===== src/rtl/led_nios2_qsys_oci_dct_packer.sv =====
// Packs 3-bit OCI trace codes LSB-first into 30-bit words and hands them
// downstream over valid/ready; the accumulator refills while a word waits.
module led_nios2_qsys_oci_dct_packer #(
    parameter int CODE_W = 3,
    parameter int SLOTS  = 10
) (
    input  logic                    clk,
    input  logic                    reset,
    input  logic                    code_valid,
    input  logic [CODE_W-1:0]       code,
    output logic                    code_ready,
    input  logic                    flush,
    output logic                    dct_valid,
    input  logic                    dct_ready,
    output logic [CODE_W*SLOTS-1:0] dct_buffer,
    output logic [3:0]              dct_count
);
    localparam int         DATA_W = CODE_W * SLOTS;
    localparam logic [3:0] FULL   = 4'(SLOTS);

    logic [DATA_W-1:0] acc_data, acc_data_next, base_data;
    logic [3:0]        acc_count, acc_count_next, base_count;
    logic              flush_pend, flush_pend_next;
    logic              out_free, xfer, accept;

    // Transfer decision uses registered state only, so a word reaches the
    // output one cycle after it fills or after the flush is registered.
    assign out_free   = !dct_valid || dct_ready;
    assign xfer       = out_free && ((acc_count == FULL) || (flush_pend && (acc_count != 4'd0)));
    assign code_ready = (acc_count < FULL) || xfer;
    assign accept     = code_valid && code_ready;

    always_comb begin
        // NOTE: every combinational output gets a default first so no latch is inferred.
        base_data      = xfer ? '0 : acc_data;
        base_count     = xfer ? '0 : acc_count;
        acc_data_next  = base_data;
        acc_count_next = base_count;
        if (accept) begin
            // Slots at or above the count are zero, so OR-ing places the code.
            acc_data_next  = base_data | (DATA_W'(code) << (CODE_W * int'(base_count)));
            acc_count_next = base_count + 4'd1;
        end
        // A flush that would leave nothing in the accumulator is dropped.
        flush_pend_next = (flush_pend && !xfer) || (flush && (acc_count_next != 4'd0));
    end

    always_ff @(posedge clk or posedge reset) begin
        if (reset) begin
            acc_data   <= '0;
            acc_count  <= '0;
            flush_pend <= 1'b0;
            dct_valid  <= 1'b0;
            dct_buffer <= '0;
            dct_count  <= '0;
        end else begin
            // NOTE: non-blocking assignments keep every register sampling pre-edge values.
            acc_data   <= acc_data_next;
            acc_count  <= acc_count_next;
            flush_pend <= flush_pend_next;
            if (xfer) begin
                dct_buffer <= acc_data;
                dct_count  <= acc_count;
                dct_valid  <= 1'b1;
            end else if (dct_ready && dct_valid) begin
                dct_valid <= 1'b0;
            end
        end
    end
endmodule

===== config.mk =====
export PLATFORM = sky130hd
export DESIGN_NAME = led_nios2_qsys_oci_dct_packer
export DESIGN_NICKNAME = d
export VERILOG_FILES = /design/src/rtl/led_nios2_qsys_oci_dct_packer.sv
export SDC_FILE = /design/constraint.sdc
export NUM_CORES = 1
export LEC_CHECK = 0
export ABC_AREA = 1
export BUFFER_PORTS_ARGS = -buffer_cell sky130_fd_sc_hd__buf_2
export CORE_ASPECT_RATIO = 0.9
export CORE_MARGIN = 2
export CORE_UTILIZATION = 56
export DETAILED_ROUTE_END_ITERATION = 10
export HOLD_SLACK_MARGIN = 0.1
export PLACE_DENSITY = 0.86
export SYNTH_ARGS = -nofsm -noshare
export SYNTH_HDL_FRONTEND = slang
export SYNTH_SLANG_ARGS = --single-unit

===== constraint.sdc =====
create_clock -name clk -period 2.4 [get_ports clk]
set_input_delay 0.36 -clock clk [delete_from_list [all_inputs] [get_ports clk]]
set_output_delay 0.36 -clock clk [all_outputs]
set_load 0.01 [all_outputs]

==> metrics.md <==
| Metric | Value |
|---|---|
| Core ar. | ~0.005 mm2 |
| Critical Path Fanout Max | 23 |
| Setup crit end kind | output pin |
| Final TNS setup | 0 ns |
| Initial antenna violation count | 0 |
| Root buf cell | clkbuf_8 |
| Hold Crit Class | in2reg |
| Worst EP arrival | 1.83 ns |
| Number of synthesized register bits | 70 |
| Post-CTS setup buffers | 0 |
| IO Count | 44 |
| Layout Skew | between 0.009 and 0.01 ns |
| Post-DP HPWL | 3880 um |
| Drt wl/cell | between 10 and 15 um |
| Routability congestion estimate | approximately 0.85 |
| Vias per inst | ~5.2 |
| Post-Syn Nets | slightly above 300 |
| Mean Syn Cell Area | about 9.6 um2 |
| Synthesized area | roughly 0.0028 mm2 |
| Register area | about 0.0018 mm2 |
| Final worst setup slack | roughly 0.21 ns |
| Min cycle time layout | about 2.2 ns |
| Warnings from Yosys | 0 |
| Fillers | around 370 |
| Diodes inserted | 0 |
| Unrepaired setup endpoints after global routing | no |
| Cell Rows | 24 |
| First-pass GRT wire length | 9640 um |
| Max_cap viols | 0 |
| Initial DRC Count | between 100 and 150 |
| Worst EP required | around 2.0 ns |
| Status | completed |
| Period utilization | about nine tenths |
| CP startpoint kind | register |
| Fraction of layout cells with a size suffix above 1 | 21.7% |
| Setup violators final | 0 |
| Vias | ~2100 |
| Final net count | about 350 |
| Final Hold Vio Count | 0 |
| DRT Pass-1 Iters | 5 |
| Vias in the first global route | around 2000 |
| Htree depth | 3 |
| Placement Setup Slack | 0.331 ns |
| Clk sinks | 70 |
| CTS tree | built |
| Design Area, Final | approximately 0.0033 mm2 |
| Sequential area share after synthesis | just over 60% |
| Setup CP Type | reg2out |
| Slew Limit Fails | 0 |
| Total CTS buffers | 9 |
| Largest net degree at the start of global routing | 71 |
| P_leak | 0.00169 uW |
| Die W | 79.0 um |
| Post-CTS sizing | 0 |
| Routed Antenna Nets | 0 |
| Cell count after synthesis | about 300 |
| Rel. slew slack | 73.0% |
| DRC errors left | 0 |
| Placed inst area | roughly 0.0031 mm2 |
| I/O Buffers | 43 |
| Register-to-register setup slack | 0.30 ns |
| Count of cell types in the netlist | 23 |
| Die area | roughly 0.0057 mm2 |
| Fmax | around 0.46 GHz |
| Area grow syn2layout | 16.9% |
| Drt total wl | around 5600 um |
| Tot GR Track Use | ~22% |
| Area taken by multi-input logic gates | 822 um2 |
| Worst-Skew Late Latency | 0.35 ns |
| VDD IR-drop max | 706 uV |
| GRT overflow | 0 |
| Chip Height | about 70 um |
| Initial core utilization | about three fifths |
| Power density over the cells | ~1200 mW/mm2 |
| Clk slew on worst S/H paths | roughly 0.060 ns |
| Actual slew at the worst max-slew pin | between 0.4 and 0.5 ns |
| Longest Clk Path Bufs | 2 |
Yosys cell counts:
cell type,n,share of area [%]
buf_2,1,0.18
buf_4,2,0.53
buf_6,3,1.2
clkbuf_1,8,1.1
dfrtp_1,70,62
ha_1,1,0.44
inv_1,44,5.8
inv_2,4,0.53
nand2_1,65,8.6
nand2_2,4,0.88
nand2_4,1,0.40
nand3_1,11,1.9
nand3_2,1,0.35
nand3b_1,1,0.26
nand4_1,6,1.3
nor2_1,6,0.79
nor2_2,1,0.22
nor2_4,1,0.40
nor3_1,1,0.18
nor3_2,1,0.35
o21ai_0,38,6.7
o21bai_2,1,0.40
o22ai_1,26,5.7
stage by stage:
step                      power (uW)  instances  util, %  hold slack [ns]
final                           4120        411     68.2            0.219
after global routing            4420        411     68.2            0.220
after CTS                       4130        411     68.2            0.212
after detailed placement        3100        395     63.6            0.465
after global placement          3040        395     63.6            0.456
after floorplan                 2740        297        -            0.449
report_power, final:
group / internal (uW) / switching, uW / total (uW)
clock: 610 / 413 / 1020
combinational: 447 / 1010 / 1460
sequential: 1470 / 159 / 1630
total: 2530 / 1580 / 4120
cells by family after synthesis:
| logic type | count (synthesis) | synth area share (%) |
|---|---|---|
| adder cells (fa/ha/maj) | 1 | 0.441 |
| buffers and inverters | 62 | 9.30 |
| flip-flops | 70 | 61.7 |
| AND/OR/NAND/NOR | 99 | 15.7 |
| AO/OA/AOI/OAI | 65 | 12.8 |
timing repair:
item	4_1_cts	5_1_grt
setup endpoints to repair	0	0
hold buffers	1	0
hold endpoints to repair	51	0
metal layers:
layer  vias up  GRT usage [%]  wire length (um)
li1       1054              -                 -
met1       999           30.5              2590
met2        58           34.7              2610
met3        13           7.68               288
met4         0           7.09                91
met5         -              0                 0
cell type report:
cell class                 instances  area share, %
timing repair buffer              48           8.07
sequential                        70           52.8
clock inverter                     3           2.07
multi-input combinational        165           24.8
tap                               65           2.45
clock buffer                      12           4.38
inverter                          48           5.43
worst max-delay path, cell delays in order, from the launching register on:
cell and delay, ns:
dfrtp_1 0.50, nor2_1 0.15, nand2_1 0.06, nand2_1 0.07
nand2_2 0.06, nand2_4 0.10, buf_4 0.26, nand2_1 0.13
buf_2 0.16
worst paths after layout:
path                       cells past startpoint      startpoint        endpoint
max                                            8    acc_count[1]      code_ready
min                                            3           flush      flush_pend
max reg2reg                                   15    acc_count[1]      flush_pend
min reg2reg                                    2  dct_buffer[11]  dct_buffer[11]
max in group asynchronous                      4           reset    acc_data[18]
min in group asynchronous                      4           reset    acc_data[29]
layout by cell type (no fill, tap or decap):
cell type      netlist  layout
dfrtp_1             70      70
nand2_1             65      65
inv_1               44      43
buf_2                1      43
o21ai_0             38      38
o22ai_1             26      26
nand3_1             11      11
clkbuf_8             0      10
nor2_1               6       6
nand4_1              6       6
inv_2                4       5
nand2_2              4       4
buf_4                2       3
bufinv_16            0       2
clkbuf_1             8       2
nand2_4              1       1
nor2_2               1       1
nor3_2               1       1
nor2_4               1       1
nand3_2              1       1
nor3_1               1       1
o21bai_2             1       1
nand3b_1             1       1
ha_1                 1       1
clkinv_4             0       1
dlygate4sd3_1        0       1
buf_12               0       1
registers in the layout, indices dropped and copies added, names as in the netlist:
| signal | count |
|---|---|
| dct_valid | 1 |
| acc_data | 30 |
| dct_buffer | 30 |
| acc_count | 4 |
| dct_count | 4 |
| flush_pend | 1 |
Power figures use the tool's default switching activity.
